[src/rtl/i2s_pkg.sv]
// ============================================================================
//  Module  : i2s_pkg
//  Brief   : Shared I2S constants, slot phase type and clog2 helper.
//  Rev     : 1.0  initial release
// ============================================================================
`default_nettype none

package i2s_pkg;

  localparam int   SLOT_W     = 32;
  localparam int   FRAME_BITS = 64;
  localparam logic WS_LEFT    = 1'b0;

  typedef enum logic {
    LEFT_SLOT  = 1'b0,
    RIGHT_SLOT = 1'b1
  } slot_e;

  // Ceiling log2, never below 1 so derived vectors always have a bit.
  function automatic int clog2(input int value);
    int r;
    r = 0;
    while ((1 << r) < value) r = r + 1;
    return (r < 1) ? 1 : r;
  endfunction

endpackage

`default_nettype wire

[src/rtl/i2s_tx_serializer_if.sv]
// ============================================================================
//  Module  : i2s_tx_serializer_if
//  Brief   : Sample input bus and I2S/status outputs of the I2S transmitter.
//  Rev     : 1.0  initial release
// ============================================================================
`default_nettype none

interface i2s_tx_serializer_if #(
  parameter int SAMPLE_W   = 24,
  parameter int FIFO_DEPTH = 4
);
  import i2s_pkg::*;

  localparam int LVL_W = clog2(FIFO_DEPTH) + 1;

  logic [SAMPLE_W-1:0] APSDATA_LEFT_i;
  logic [SAMPLE_W-1:0] APSDATA_RIGHT_i;
  logic                APDATA_VALID_i;
  logic                I2S_BCK;
  logic                I2S_WS;
  logic                I2S_DATA;
  logic [LVL_W-1:0]    FIFO_LEVEL_o;
  logic                UNDERRUN_o;
  logic                OVERFLOW_o;

  modport master (
    output APSDATA_LEFT_i, APSDATA_RIGHT_i, APDATA_VALID_i,
    input  I2S_BCK, I2S_WS, I2S_DATA, FIFO_LEVEL_o, UNDERRUN_o, OVERFLOW_o
  );

  modport slave (
    input  APSDATA_LEFT_i, APSDATA_RIGHT_i, APDATA_VALID_i,
    output I2S_BCK, I2S_WS, I2S_DATA, FIFO_LEVEL_o, UNDERRUN_o, OVERFLOW_o
  );

endinterface

`default_nettype wire

[src/rtl/i2s_tx_fifo.sv]
// ============================================================================
//  Module  : i2s_tx_fifo
//  Brief   : Synchronous sample-pair FIFO with registered occupancy level.
//  Rev     : 1.0  initial release
// ============================================================================
`default_nettype none

module i2s_tx_fifo
  import i2s_pkg::*;
#(
  parameter int WIDTH = 48,
  parameter int DEPTH = 4
) (
  input  wire logic                     clk,
  input  wire logic                     rst,
  input  wire logic                     i_push,
  input  wire logic [WIDTH-1:0]         i_wdata,
  input  wire logic                     i_pop,
  output logic      [WIDTH-1:0]         o_rdata,
  output logic                          o_full,
  output logic                          o_empty,
  output logic      [clog2(DEPTH):0]    o_level
);

  localparam int c_AW    = clog2(DEPTH);
  localparam int c_LVL_W = c_AW + 1;

  logic [WIDTH-1:0]   r_mem [DEPTH];
  logic [c_AW-1:0]    r_wr_ptr;
  logic [c_AW-1:0]    r_rd_ptr;
  logic [c_LVL_W-1:0] r_level;
  logic               w_full;
  logic               w_empty;
  logic               w_do_push;
  logic               w_do_pop;

  assign w_full    = (r_level == c_LVL_W'(DEPTH));
  assign w_empty   = (r_level == '0);
  assign w_do_pop  = i_pop & ~w_empty;
  // A simultaneous pop frees the slot being written, so full does not block.
  assign w_do_push = i_push & (~w_full | w_do_pop);

  always_ff @(posedge clk) begin
    if (w_do_push) r_mem[r_wr_ptr] <= i_wdata;
  end

  always_ff @(posedge clk or posedge rst) begin
    if (rst) begin
      r_wr_ptr <= '0;
      r_rd_ptr <= '0;
      r_level  <= '0;
    end else begin
      if (w_do_push)
        r_wr_ptr <= (r_wr_ptr == c_AW'(DEPTH - 1)) ? '0 : r_wr_ptr + c_AW'(1);
      if (w_do_pop)
        r_rd_ptr <= (r_rd_ptr == c_AW'(DEPTH - 1)) ? '0 : r_rd_ptr + c_AW'(1);
      case ({w_do_push, w_do_pop})
        2'b10:   r_level <= r_level + c_LVL_W'(1);
        2'b01:   r_level <= r_level - c_LVL_W'(1);
        default: r_level <= r_level;
      endcase
    end
  end

  assign o_rdata = r_mem[r_rd_ptr];
  assign o_full  = w_full;
  assign o_empty = w_empty;
  assign o_level = r_level;

endmodule

`default_nettype wire

[src/rtl/i2s_tx_serializer.sv]
// ============================================================================
//  Module  : i2s_tx_serializer
//  Brief   : Parallel-to-I2S master transmitter, Philips format, 32-bit slots.
//            Define I2S_TX_DOWNSAMPLE_2X_EN to keep only every other strobe.
//  Rev     : 1.0  initial release
// ============================================================================
`default_nettype none

module i2s_tx_serializer
  import i2s_pkg::*;
#(
  parameter int SAMPLE_W   = 24,
  parameter int BCK_HALF   = 4,
  parameter int FIFO_DEPTH = 4
) (
  input  wire logic          AMCLK_i,
  input  wire logic          ARST_i,
  i2s_tx_serializer_if.slave bus
);

  localparam int c_DIV_W  = clog2(BCK_HALF);
  localparam int c_LVL_W  = clog2(FIFO_DEPTH) + 1;
  localparam int c_PAIR_W = 2 * SAMPLE_W;

  logic [1:0]            r_rst_pipe;
  logic                  w_rst;
  logic [c_DIV_W-1:0]    r_div_cnt;
  logic                  r_bck;
  logic                  r_ws;
  logic                  r_data;
  logic                  r_underrun;
  logic                  r_overflow;
  logic [5:0]            r_bit_cnt;
  logic [5:0]            w_bit_nxt;
  logic [FRAME_BITS-1:0] r_frame;
  logic [FRAME_BITS-1:0] w_frame_word;
  logic [c_PAIR_W-1:0]   r_last_pair;
  logic [c_PAIR_W-1:0]   w_head_pair;
  logic [c_PAIR_W-1:0]   w_fifo_rdata;
  logic [SLOT_W-1:0]     w_left_slot;
  logic [SLOT_W-1:0]     w_right_slot;
  logic [c_LVL_W-1:0]    w_level;
  logic                  w_tick;
  logic                  w_fall;
  logic                  w_load;
  logic                  w_pop;
  logic                  w_wr_cand;
  logic                  w_drop;
  logic                  w_fifo_full;
  logic                  w_fifo_empty;
  slot_e                 w_phase_nxt;

  // Asynchronous assertion, release synchronised to AMCLK.
  always_ff @(posedge AMCLK_i or posedge ARST_i) begin
    if (ARST_i) r_rst_pipe <= 2'b11;
    else        r_rst_pipe <= {r_rst_pipe[0], 1'b0};
  end
  assign w_rst = r_rst_pipe[1];

`ifdef I2S_TX_DOWNSAMPLE_2X_EN
  logic r_ds_toggle;
  always_ff @(posedge AMCLK_i or posedge w_rst) begin
    if (w_rst)                   r_ds_toggle <= 1'b0;
    else if (bus.APDATA_VALID_i) r_ds_toggle <= ~r_ds_toggle;
  end
  assign w_wr_cand = bus.APDATA_VALID_i & ~r_ds_toggle;
`else
  assign w_wr_cand = bus.APDATA_VALID_i;
`endif

  assign w_tick      = (r_div_cnt == c_DIV_W'(BCK_HALF - 1));
  assign w_fall      = w_tick & r_bck;
  assign w_bit_nxt   = r_bit_cnt + 6'd1;
  assign w_phase_nxt = slot_e'(w_bit_nxt[5]);
  assign w_load      = w_fall & (r_bit_cnt == 6'd63);
  assign w_pop       = w_load & ~w_fifo_empty;
  assign w_drop      = w_wr_cand & w_fifo_full & ~w_pop;

  i2s_tx_fifo #(
    .WIDTH (c_PAIR_W),
    .DEPTH (FIFO_DEPTH)
  ) u_fifo (
    .clk     (AMCLK_i),
    .rst     (w_rst),
    .i_push  (w_wr_cand),
    .i_wdata ({bus.APSDATA_LEFT_i, bus.APSDATA_RIGHT_i}),
    .i_pop   (w_pop),
    .o_rdata (w_fifo_rdata),
    .o_full  (w_fifo_full),
    .o_empty (w_fifo_empty),
    .o_level (w_level)
  );

  // Each sample sits one slot below the WS edge, MSB first, zero-padded below.
  assign w_head_pair  = w_pop ? w_fifo_rdata : r_last_pair;
  assign w_left_slot  = SLOT_W'(w_head_pair[c_PAIR_W-1:SAMPLE_W]) << (SLOT_W - 1 - SAMPLE_W);
  assign w_right_slot = SLOT_W'(w_head_pair[SAMPLE_W-1:0]) << (SLOT_W - 1 - SAMPLE_W);
  assign w_frame_word = {w_left_slot, w_right_slot};

  always_ff @(posedge AMCLK_i or posedge w_rst) begin
    if (w_rst) begin
      r_div_cnt   <= '0;
      r_bck       <= 1'b0;
      r_ws        <= 1'b0;
      r_data      <= 1'b0;
      r_bit_cnt   <= '0;
      r_frame     <= '0;
      r_last_pair <= '0;
      r_underrun  <= 1'b0;
      r_overflow  <= 1'b0;
    end else begin
      r_underrun <= 1'b0;
      r_overflow <= w_drop;

      if (w_tick) begin
        r_div_cnt <= '0;
        r_bck     <= ~r_bck;
      end else begin
        r_div_cnt <= r_div_cnt + c_DIV_W'(1);
      end

      if (w_fall) begin
        r_bit_cnt <= w_bit_nxt;
        r_ws      <= (w_phase_nxt == LEFT_SLOT) ? WS_LEFT : ~WS_LEFT;
        if (w_load) begin
          r_frame     <= w_frame_word << 1;
          r_data      <= w_frame_word[FRAME_BITS-1];
          r_last_pair <= w_head_pair;
          r_underrun  <= w_fifo_empty;
        end else begin
          r_frame <= r_frame << 1;
          r_data  <= r_frame[FRAME_BITS-1];
        end
      end
    end
  end

  assign bus.I2S_BCK      = r_bck;
  assign bus.I2S_WS       = r_ws;
  assign bus.I2S_DATA     = r_data;
  assign bus.FIFO_LEVEL_o = w_level;
  assign bus.UNDERRUN_o   = r_underrun;
  assign bus.OVERFLOW_o   = r_overflow;

endmodule

`default_nettype wire

[src/flat_wrapper.sv]
// flat-port wrapper written by rule: the top's interface ports become plain ports
module i2s_tx_serializer_flat import i2s_pkg::*;
#(
  parameter int SAMPLE_W   = 24,
  parameter int BCK_HALF   = 4,
  parameter int FIFO_DEPTH = 4
)
  (AMCLK_i, ARST_i, bus_APSDATA_LEFT_i, bus_APSDATA_RIGHT_i, bus_APDATA_VALID_i, bus_I2S_BCK, bus_I2S_WS, bus_I2S_DATA, bus_FIFO_LEVEL_o, bus_UNDERRUN_o, bus_OVERFLOW_o);
  i2s_tx_serializer_if #(.SAMPLE_W(SAMPLE_W), .FIFO_DEPTH(FIFO_DEPTH)) bus_i ();
  input  wire logic AMCLK_i;
  input  wire logic ARST_i;
  input wire logic [$bits(bus_i.APSDATA_LEFT_i)-1:0] bus_APSDATA_LEFT_i;
  input wire logic [$bits(bus_i.APSDATA_RIGHT_i)-1:0] bus_APSDATA_RIGHT_i;
  input wire logic [$bits(bus_i.APDATA_VALID_i)-1:0] bus_APDATA_VALID_i;
  output wire logic [$bits(bus_i.I2S_BCK)-1:0] bus_I2S_BCK;
  output wire logic [$bits(bus_i.I2S_WS)-1:0] bus_I2S_WS;
  output wire logic [$bits(bus_i.I2S_DATA)-1:0] bus_I2S_DATA;
  output wire logic [$bits(bus_i.FIFO_LEVEL_o)-1:0] bus_FIFO_LEVEL_o;
  output wire logic [$bits(bus_i.UNDERRUN_o)-1:0] bus_UNDERRUN_o;
  output wire logic [$bits(bus_i.OVERFLOW_o)-1:0] bus_OVERFLOW_o;
  assign bus_i.APSDATA_LEFT_i = bus_APSDATA_LEFT_i;
  assign bus_i.APSDATA_RIGHT_i = bus_APSDATA_RIGHT_i;
  assign bus_i.APDATA_VALID_i = bus_APDATA_VALID_i;
  assign bus_I2S_BCK = bus_i.I2S_BCK;
  assign bus_I2S_WS = bus_i.I2S_WS;
  assign bus_I2S_DATA = bus_i.I2S_DATA;
  assign bus_FIFO_LEVEL_o = bus_i.FIFO_LEVEL_o;
  assign bus_UNDERRUN_o = bus_i.UNDERRUN_o;
  assign bus_OVERFLOW_o = bus_i.OVERFLOW_o;
  i2s_tx_serializer #(.SAMPLE_W(SAMPLE_W), .BCK_HALF(BCK_HALF), .FIFO_DEPTH(FIFO_DEPTH)) u_core (.AMCLK_i(AMCLK_i), .ARST_i(ARST_i), .bus(bus_i));
endmodule
[config.mk]
export PLATFORM = sky130hd
export DESIGN_NAME = i2s_tx_serializer_flat
export DESIGN_NICKNAME = d
export VERILOG_FILES = /design/src/rtl/i2s_pkg.sv /design/src/rtl/i2s_tx_serializer_if.sv /design/src/rtl/i2s_tx_fifo.sv /design/src/rtl/i2s_tx_serializer.sv /design/src/flat_wrapper.sv
export SDC_FILE = /design/constraint.sdc
export NUM_CORES = 1
export LEC_CHECK = 0
export CAP_MARGIN = 15
export CORE_ASPECT_RATIO = 1.75
export CORE_MARGIN = 10
export CORE_UTILIZATION = 40
export DETAILED_ROUTE_END_ITERATION = 7
export GPL_ROUTABILITY_DRIVEN = 0
export PLACE_DENSITY = 0.58
export SLEW_MARGIN = 5
export SYNTH_ARGS = -nofsm -noshare
export SYNTH_HDL_FRONTEND = slang
export SYNTH_HIERARCHICAL = 1
export SYNTH_SLANG_ARGS = --single-unit
[constraint.sdc]
create_clock -name AMCLK_i -period 3.2 [get_ports AMCLK_i]
set_input_delay 0.64 -clock AMCLK_i [delete_from_list [all_inputs] [get_ports AMCLK_i]]
set_output_delay 0.64 -clock AMCLK_i [all_outputs]
set_load 0.1 [all_outputs]
==> flow_summary.yaml, run 1 <==
status:
  outcome: "finished, final reports clean"
cells_and_area:
  regArea_mm2: 0.00890
  mostFrequentLayoutCell: "sky130_fd_sc_hd__edfxtp_1"
  fillCellCount: 2765
  most-common-layout-cells: "sky130_fd_sc_hd__edfxtp_1 (192), sky130_fd_sc_hd__dfrtp_1 (121), sky130_fd_sc_hd__nand2_1 (69)"
  diodes: 0
  area_growth_syn_to_layout_pct: 15.3
  final_layout_size_suffix_gt1_frac: 0.183
  final_net_count: 909
  multi_input_comb_area_mm2: 0.00375
pwr:
  power.density_mw_per_mm2: 662
  p_sw_w: 0.00246
  power.internal_w: 0.00743
  power.switching_fraction: 0.249
  power.clock.fraction: 0.343
  power_leakage_nw: 5.78
  fin_total_pwr_w: 0.00989
  vdd.ir_drop.worst_v: 0.000427
  power.share.combinational: 0.146
  sequentialPowerShare: 0.511
timing:
  setup_total_negative_slack_ps: 0
  post-route-worst-setup-slack_ps: 674
  achievable-frequency_mhz: 396
  tightestPinTransition_ps: 889
  period_minus_slack_ps: 2530
  fin_skew_ps: 18.9
  slew_headroom: 0.407
  rsz0062_at_grt: "false"
  finalHoldWorstSlack_ps: 224
  number_of_failing_setup_endpoints_in_the_final_timing_report: 0
  min_period_over_period: 0.789
  hold_viol: 0
  report.final.slew_viol_count: 0
worst_setup_path:
  timing.critical_path.required_ps: 3670
  worstSetupPathType: "reg -> reg"
  cp_data_arrival_time_ps: 3000
  crit_path_end_kind: "flop"
  critical_path_peak_fanout: 6
  worst_setup_sp_type: "flop"
clock_tree:
  cts.path.max_buffers: 3
  hold_buffers: 0
  clock_sinks: 317
  insertion_delay_ps: 550
  cts_tree: "yes"
  clkTransAtPathRegs_ps: 70
  post_cts_setup_buffers: 0
  cts_resized: 0
  cts_inserted_buffers: 28
  htreeDepth: 1
  clock-root-buffer: "sky130_fd_sc_hd__clkbuf_16"
routing:
  detail-route-antenna-nets: 0
  vias_per_cell: 5.31
  detailedRoute.firstPassIterationCount: 4
  post_drt_wl_per_cell_um: 20.0
  postRouteWirelength_um: 25400
  dr_total_vias: 6744
  drc: 0
  drt_iter0_drc: 303
grt:
  pin_count_of_the_biggest_net_entering_global_routing: 97
  globalRouteOverflowTotal: 0
  globalRouteTotalUtil: 0.128
  grt_pass1_vias: 7389
  grt_antenna_before_repair: 0
  global_route_wire_length_before_repair_um: 41500
floorplan:
  floorplan.initialDensity: 0.403
  std_cell_rows: 87
  die_area_mm2: 0.0403
  floorplan_core_area_mm2: 0.0321
  pin_count: 59
  die_h_um: 258
  floorplan.die.width_um: 156
placement:
  pre_cts_ws_ps: 657
  count_of_buffers_inserted_at_the_top_level_ports: 58
  place.detailed.hpwl_um: 15600
yosys:
  synth_nets: 858
  syn_inst: 798
  yosysSeqAreaShare: 0.687
  syn_avg_cell_area_um2: 16.2
  flops_latches_synth: 317
  count_of_warnings_emitted_by_yosys: 6
  syn-cell-area_mm2: 0.0129
  synth.distinct_cells: 35
min_path:
  min_path_type: "reg -> async"
job:
  cap_viol_max_count: 0
==> per-layer routing <==
| metal | up-vias | wire (um) | share of wire | GRT usage |
|---|---|---|---|---|
| li1 | 3126 | - | - | - |
| met1 | 3506 | 10300 | 0.41 | 0.154 |
| met2 | 80 | 13800 | 0.54 | 0.232 |
| met3 | 32 | 922 | 0.036 | 0.0191 |
| met4 | 0 | 420 | 0.017 | 0.0353 |
| met5 | - | 0 | 0 | 0 |
==> power groups by stage <==
stage | Sequential (W) | Combinational, W | Clock (W)
3_5_place_dp | 0.00514 | 0.00150 | 0
2_1_floorplan | 0.00526 | 0.000797 | 0
4_1_cts | 0.00506 | 0.00150 | 0.00349
5_1_grt | 0.00510 | 0.00157 | 0.00367
3_3_place_gp | 0.00512 | 0.00149 | 0
6_report | 0.00505 | 0.00145 | 0.00339
==> registers in the layout, indices dropped and copies added (netlist names) <==
register	count
u_core/bus.OVERFLOW_o	1
u_core/r_rst_pipe	2
u_core/u_fifo/r_rd_ptr	2
u_core/u_fifo/r_mem	192
u_core/bus.I2S_WS	1
u_core/u_fifo/o_level	3
u_core/r_div_cnt	2
u_core/r_bit_cnt	5
u_core/r_frame	56
u_core/u_fifo/r_wr_ptr	2
u_core/bus.I2S_DATA	1
u_core/bus.I2S_BCK	1
u_core/bus.UNDERRUN_o	1
u_core/r_last_pair	48
==> cells in the mapped netlist <==
cell,count,area (um^2)
sky130_fd_sc_hd__edfxtp_1,192,5770
sky130_fd_sc_hd__o21ai_0,9,45.0
sky130_fd_sc_hd__fa_1,1,20.0
sky130_fd_sc_hd__nor3_1,1,5.00
sky130_fd_sc_hd__and2_1,2,12.5
sky130_fd_sc_hd__nor3b_4,1,18.8
sky130_fd_sc_hd__mux2_2,30,338
sky130_fd_sc_hd__mux2i_1,49,490
sky130_fd_sc_hd__o31ai_1,47,353
sky130_fd_sc_hd__buf_2,18,90.1
sky130_fd_sc_hd__nand3_1,2,10.0
sky130_fd_sc_hd__clkbuf_1,31,116
sky130_fd_sc_hd__mux2_4,2,30.0
sky130_fd_sc_hd__ha_1,8,100
sky130_fd_sc_hd__conb_1,1,3.75
sky130_fd_sc_hd__dfstp_2,2,52.6
sky130_fd_sc_hd__and3_1,50,313
sky130_fd_sc_hd__mux4_2,48,1080
sky130_fd_sc_hd__buf_6,5,56.3
sky130_fd_sc_hd__dfrtp_1,123,3080
sky130_fd_sc_hd__inv_1,11,41.3
sky130_fd_sc_hd__xnor2_1,6,52.6
sky130_fd_sc_hd__xor2_1,3,26.3
sky130_fd_sc_hd__mux2_1,20,225
sky130_fd_sc_hd__and2_2,4,30.0
sky130_fd_sc_hd__a22o_1,1,8.76
sky130_fd_sc_hd__nand2_1,70,263
sky130_fd_sc_hd__a21oi_1,47,235
sky130_fd_sc_hd__nand4_1,2,12.5
sky130_fd_sc_hd__or3b_1,1,8.76
sky130_fd_sc_hd__and4_1,1,8.76
sky130_fd_sc_hd__nor2_1,6,22.5
sky130_fd_sc_hd__o21a_4,1,15.0
sky130_fd_sc_hd__buf_4,2,15.0
sky130_fd_sc_hd__nand2b_1,1,6.26
==> area by class of cell <==
class	instances	area share
clock inverters	3	0.00436
clock buffers	48	0.0575
inverters	11	0.00302
well taps	400	0.0335
repair buffers	77	0.0546
multi-input cells	414	0.251
flip-flops and latches	317	0.596
==> logic make-up after synthesis <==
family / share of synthesized area
flip-flops: 0.687
multiplexers: 0.167
AND/OR/NAND/NOR: 0.0549
AO/OA/AOI/OAI: 0.0507
buffers and inverters: 0.0246
adder cells (fa/ha/maj): 0.00928
XOR/XNOR: 0.00609
other: 0.000290
==> path summary, 6_finish.rpt <==
check                      slack [ps]                 start  cells after the start                   endpoint
min in group AMCLK_i              360  u_core/r_rst_pipe[0]                      0       u_core/r_rst_pipe[1]
max                               670   u_core/r_div_cnt[0]                     11   u_core/u_fifo/o_level[2]
min reg2reg                       220  u_core/r_rst_pipe[1]                      1  u_core/u_fifo/r_wr_ptr[1]
max in group asynchronous        1920  u_core/r_rst_pipe[1]                      2     u_core/r_last_pair[17]
min                               220  u_core/r_rst_pipe[1]                      1  u_core/u_fifo/r_wr_ptr[1]
max reg2reg                       670   u_core/r_div_cnt[0]                     11   u_core/u_fifo/o_level[2]
==> per-stage QoR <==
stage	std cells	instance area (um^2)	utilization
after floorplan	798	13000	-
after detailed placement	1219	14000	0.436
after global placement	1219	14000	0.436
after CTS	1270	14900	0.465
after global routing	1270	14900	0.465
final	1270	14900	0.465
==> critical path, cell delays in order, from the launching register on <==
cell	delay (ps)
sky130_fd_sc_hd__dfrtp_1	350
sky130_fd_sc_hd__ha_1	310
sky130_fd_sc_hd__nand3_1	220
sky130_fd_sc_hd__nor3b_4	320
sky130_fd_sc_hd__nand2b_1	150
sky130_fd_sc_hd__inv_1	80
sky130_fd_sc_hd__ha_1	170
sky130_fd_sc_hd__inv_1	60
sky130_fd_sc_hd__fa_1	370
sky130_fd_sc_hd__xor2_1	150
sky130_fd_sc_hd__nor2_1	120
sky130_fd_sc_hd__xor2_1	150
Power figures use the tool's default switching activity.
==> inputs of run 2 (changes only) <==
- PLACE_DENSITY: 0.58 -> 0.56
- clock period: 3.2 -> 2.6 ns (I/O delays scaled with it)
==> flow_summary.yaml, run 2 (synthesis gave the netlist of run 1 again) <==
status:
  outcome: "finished, final reports clean"
clock_tree:
  post_cts_setup_buffers: 0
  hold_buffers: 0
  cts.path.max_buffers: 3
  clock-root-buffer: "sky130_fd_sc_hd__clkbuf_16"
  insertion_delay_ps: 560
  clock_sinks: 317
  htreeDepth: 1
  clkTransAtPathRegs_ps: 70
  cts_resized: 0
  cts_tree: "yes"
  cts_inserted_buffers: 29
worst_setup_path:
  rr_worst_depth: 11
  timing.critical_path.required_ps: 3070
  worst_setup_sp_type: "flop"
  cp_data_arrival_time_ps: 2870
  worstSetupPathType: "reg -> reg"
  worst_case_register_to_register_setup_slack_ps: 210
  crit_path_end_kind: "flop"
  critical_path_peak_fanout: 4
timing:
  setup_total_negative_slack_ps: 0
  report.final.slew_viol_count: 0
  period_minus_slack_ps: 2390
  hold_viol: 0
  rsz0062_at_grt: "false"
  post-route-worst-setup-slack_ps: 206
  slew_headroom: 0.388
  tightestPinTransition_ps: 917
  min_period_over_period: 0.921
  fin_skew_ps: 15.3
  number_of_failing_setup_endpoints_in_the_final_timing_report: 0
  achievable-frequency_mhz: 418
floorplan:
  die_h_um: 258
  floorplan.die.width_um: 156
  floorplan_core_area_mm2: 0.0321
  pin_count: 59
  floorplan.initialDensity: 0.403
  die_area_mm2: 0.0403
  std_cell_rows: 87
routing:
  post_drt_wl_per_cell_um: 20.1
  detailedRoute.firstPassIterationCount: 4
  drc: 0
  detail-route-antenna-nets: 0
  drt_iter0_drc: 385
  postRouteWirelength_um: 25800
  vias_per_cell: 5.32
  dr_total_vias: 6806
grt:
  grt_pass1_vias: 7340
  global_route_wire_length_before_repair_um: 41900
  grt_antenna_before_repair: 0
  globalRouteOverflowTotal: 0
  pin_count_of_the_biggest_net_entering_global_routing: 97
  globalRouteTotalUtil: 0.130
cells_and_area:
  final_core_utilization: 0.466
  final_net_count: 917
  largest_register: "u_core/u_fifo/r_mem"
  mostFrequentLayoutCell: "sky130_fd_sc_hd__edfxtp_1"
  largest_register_ffs: 192
  most-common-layout-cells: "sky130_fd_sc_hd__edfxtp_1 (192), sky130_fd_sc_hd__dfrtp_1 (116), sky130_fd_sc_hd__nand2_1 (69)"
  layout_top_registers: "u_core/u_fifo/r_mem (192), u_core/r_frame (56), u_core/r_last_pair (48)"
  area_growth_syn_to_layout_pct: 15.6
  final_layout_size_suffix_gt1_frac: 0.195
  diodes: 0
job:
  cap_viol_max_count: 0
placement:
  place.detailed.hpwl_um: 15600
  pre_cts_ws_ps: 203
  count_of_buffers_inserted_at_the_top_level_ports: 58
min_path:
  min_path_type: "reg -> async"
pwr:
  vdd.ir_drop.worst_v: 0.000475
  power_leakage_nw: 5.79
  power.density_mw_per_mm2: 801
## run 2: metrics by stage
step / cells / total power, W / hold slack [ps] / instance area (um^2)
global placement: 1225 / 0.00820 / 238 / 14100
CTS: 1279 / 0.0122 / 237 / 15000
detailed placement: 1225 / 0.00823 / 241 / 14100
finish: 1280 / 0.0120 / 218 / 15000
global route: 1280 / 0.0126 / 257 / 15000
floorplan: 798 / 0.00746 / 174 / 13000
## run 2: area by class of cell
type / count / area, um^2
fill: 2737 / 17100
sequential: 317 / 8910
multi-input combinational: 414 / 3750
timing repair buffer: 84 / 906
clock buffer: 45 / 806
tap: 400 / 500
clock inverter: 9 / 47.5
inverter: 11 / 45.0
## run 2: power breakdown
part | internal (W) | total [W] | leakage [nW] | switching, W
combinational | 0.000695 | 0.00185 | 2.12 | 0.00115
sequential | 0.00606 | 0.00622 | 3.25 | 0.000161
clock | 0.00213 | 0.00391 | 0.413 | 0.00178
total | 0.00888 | 0.0120 | 5.79 | 0.00310
## run 2: worst max-delay path: stages (launching register included)
cell and delay [ps]:
sky130_fd_sc_hd__dfrtp_1 420, sky130_fd_sc_hd__ha_2 200, sky130_fd_sc_hd__nand3_1 150, sky130_fd_sc_hd__nor3b_4 290, sky130_fd_sc_hd__nand2b_1 160, sky130_fd_sc_hd__inv_1 90
sky130_fd_sc_hd__ha_2 180, sky130_fd_sc_hd__inv_1 50, sky130_fd_sc_hd__fa_1 360, sky130_fd_sc_hd__xor2_1 150, sky130_fd_sc_hd__nor2_1 120, sky130_fd_sc_hd__xor2_1 150
## run 2: path summary, 6_finish.rpt
kind,start,to
setup / recovery,u_core/r_bit_cnt[0],u_core/u_fifo/o_level[2]
hold / removal,u_core/r_rst_pipe[1],u_core/u_fifo/r_wr_ptr[1]
setup reg to reg,u_core/r_bit_cnt[0],u_core/u_fifo/o_level[2]
hold reg to reg,u_core/r_rst_pipe[1],u_core/u_fifo/r_wr_ptr[1]
max in group asynchronous,u_core/r_rst_pipe[1],u_core/bus.I2S_WS
min in group AMCLK_i,u_core/r_rst_pipe[0],u_core/r_rst_pipe[1]
## run 2: routing by layer
layer  up-vias  GRT usage  part of all wire
li1       3148          -                 -
met1      3527      0.154              0.40
met2        89      0.232              0.53
met3        42     0.0241             0.040
met4         0     0.0461             0.025
met5         -          0                 0
==> inputs of run 3 (changes only) <==
- SYNTH_HIERARCHICAL: 1 -> unset
- clock period: 2.6 -> 3.1 ns (I/O delays scaled with it)
==> flow_summary.yaml, run 3 <==
timing:
  fin_skew_ps: 29.2
  period_minus_slack_ps: 2300
  hold_viol: 0
  achievable-frequency_mhz: 435
  min_period_over_period: 0.741
  number_of_failing_setup_endpoints_in_the_final_timing_report: 0
  rsz0062_at_grt: "false"
  setup_total_negative_slack_ps: 0
  tightestPinTransition_ps: 792
  slew_headroom: 0.472
  report.final.slew_viol_count: 0
grt:
  grt_pass1_vias: 7400
  pin_count_of_the_biggest_net_entering_global_routing: 62
  globalRouteMet3Util: 0.0172
  gr-max-usage-layer: "met2"
  met1_track_demand_over_resource_in_global_routing: 0.152
  globalRouteTotalUtil: 0.128
  use_met2: 0.232
  grt_antenna_before_repair: 0
  global_route_wire_length_before_repair_um: 40700
  globalRouteOverflowTotal: 0
clock_tree:
  cts_inserted_buffers: 29
  cts.path.max_buffers: 3
  clock-root-buffer: "sky130_fd_sc_hd__clkbuf_16"
  insertion_delay_ps: 570
  clkTransAtPathRegs_ps: 70
  htreeDepth: 1
  post_cts_setup_buffers: 0
  hold_buffers: 0
  clock_sinks: 317
  cts_tree: "yes"
  cts_resized: 0
yosys:
  synth.distinct_cells: 42
  yosysSeqAreaShare: 0.704
  number_of_enable_type_register_cells_in_the_synthesized_netlist: 192
  count_of_warnings_emitted_by_yosys: 0
  syn-cell-area_mm2: 0.0126
  synth_top_cells_by_count: "sky130_fd_sc_hd__edfxtp_1 (192), sky130_fd_sc_hd__dfrtp_1 (123), sky130_fd_sc_hd__nand2_1 (79)"
  syn_avg_cell_area_um2: 15.7
  syn_inst: 807
  post-synth-top-area-fraction: 0.456
  synth_nets: 866
  yosys.cell_count.top_type: "sky130_fd_sc_hd__edfxtp_1"
  synthDominantAreaCellType: "sky130_fd_sc_hd__edfxtp_1"
  flops_latches_synth: 317
  synth_area_leaders: "sky130_fd_sc_hd__edfxtp_1 (46%), sky130_fd_sc_hd__dfrtp_1 (24%), sky130_fd_sc_hd__mux4_2 (8.6%), sky130_fd_sc_hd__mux2_2 (4.4%), sky130_fd_sc_hd__a211oi_1 (2.9%)"
  dominantRegCellSynth: "sky130_fd_sc_hd__edfxtp_1"
  async_reset_ff_frac: 0.394
placement:
  count_of_buffers_inserted_at_the_top_level_ports: 58
  post-place-cells: 1231
  place.detailed.hpwl_um: 14800
floorplan:
  floorplan.initialDensity: 0.404
  floorplan.die.width_um: 154
  pin_count: 59
  std_cell_rows: 86
  die_h_um: 255
  floorplan_core_area_mm2: 0.0313
  die_area_mm2: 0.0394
cells_and_area:
  largest_register: "u_core.u_fifo.r_mem"
  fillCellCount: 2738
  final_core_utilization: 0.473
  area_growth_syn_to_layout_pct: 17.1
  mostFrequentLayoutCell: "sky130_fd_sc_hd__edfxtp_1"
  final_layout_size_suffix_gt1_frac: 0.209
  layout_top_registers: "u_core.u_fifo.r_mem (192), u_core.r_frame (56), u_core.r_last_pair (48)"
  largest_register_ffs: 192
  diodes: 0
  final_net_count: 925
  most-common-layout-cells: "sky130_fd_sc_hd__edfxtp_1 (192), sky130_fd_sc_hd__dfrtp_1 (121), sky130_fd_sc_hd__nand2_1 (78)"
  stdcell_count: 1285
worst_setup_path:
  crit_path_end_kind: "flop"
  rr_worst_depth: 5
  cp_data_arrival_time_ps: 2720
  worst_setup_sp_type: "flop"
  regToRegStartpoint: "u_core.r_div_cnt[0]"
  timing.critical_path.required_ps: 3520
  worst_case_register_to_register_setup_slack_ps: 800
  r2r_end: "u_core.u_fifo.r_rd_ptr[1]"
  critical_path_peak_fanout: 52
  worstSetupPathType: "reg -> reg"
status:
  outcome: "finished, final reports clean"
routing:
  detailedRoute.firstPassIterationCount: 4
  detail-route-antenna-nets: 0
  vias_per_cell: 5.34
  postRouteWirelength_um: 25000
  drt_iter0_drc: 313
  dr_total_vias: 6858
  post_drt_wl_per_cell_um: 19.4
  drc: 0
job:
  cap_viol_max_count: 0
min_path:
  min_path_type: "reg -> async"
pwr:
  vdd.ir_drop.worst_v: 0.000611
  fin_total_pwr_w: 0.0109
  power.density_mw_per_mm2: 737
  power_leakage_nw: 5.55
## run 3: layer usage
metal  vias up  wire length (um)
li1       3157                 -
met1      3550             10100
met2       117             13400
met3        34               878
met4         0               558
met5         -                 0
## run 3: cell families (layout without fill, tap and decap cells)
logic type                 count (synthesis)  after routing  synth area share
DFF                                      317            317             0.704
xor gates and xnor gates                   8              8           0.00554
adders and majority gates                  8              8           0.00851
AOI/OAI and AO/OA                        118            118            0.0585
muxes                                     97             97             0.129
buffers and inverters                     60            142            0.0245
other                                      1              1          0.000297
and+or+nand+nor                          198            198            0.0695
## run 3: worst max-delay path by stage
| stage | start | end | slack [ps] |
|---|---|---|---|
| 3_3_place_gp | bus_APDATA_VALID_i | u_core.u_fifo.r_mem[0][21] | 540 |
| 5_1_grt | u_core.r_div_cnt[0] | u_core.u_fifo.o_level[1] | 610 |
| 4_1_cts | u_core.r_div_cnt[0] | u_core.r_last_pair[40] | 780 |
| 6_report | u_core.r_div_cnt[0] | u_core.u_fifo.r_rd_ptr[1] | 800 |
| 3_5_place_dp | bus_APDATA_VALID_i | u_core.u_fifo.r_mem[3][37] | 530 |
| 2_1_floorplan | u_core.r_bit_cnt[5] | u_core.u_fifo.o_level[1] | 120 |
## run 3: through the flow
stage          hold WS (ps)  area, um^2  worst slack (ps)
3_5_place_dp            328       13800               530
4_1_cts                 331       14800               777
6_report                299       14800               803
5_1_grt                 359       14800               612
3_3_place_gp            333       13800               543
2_1_floorplan           345       12600               115
## run 3: layout make-up
class                           instances  area [um^2]  share of cell area
Multi-Input combinational cell        430         3450               0.233
Clock buffer                           36          772              0.0522
Timing Repair Buffer                   79          906              0.0612
Tap cell                              396          495              0.0335
Sequential cell                       317         8900               0.601
Inverter                                9         37.5             0.00254
Clock inverter                         18          239              0.0161
## run 3: where the power goes
part / internal (W) / switching, W
clock network: 0.00226 / 0.00152
registers: 0.00524 / 0.000173
logic: 0.000576 / 0.00113
## run 3: critical path, stage by stage (launching register included)
cell	delay, ps
sky130_fd_sc_hd__dfrtp_1	350
sky130_fd_sc_hd__ha_1	300
sky130_fd_sc_hd__nand4_4	210
sky130_fd_sc_hd__nor3_4	240
sky130_fd_sc_hd__buf_4	650
sky130_fd_sc_hd__mux2_2	410
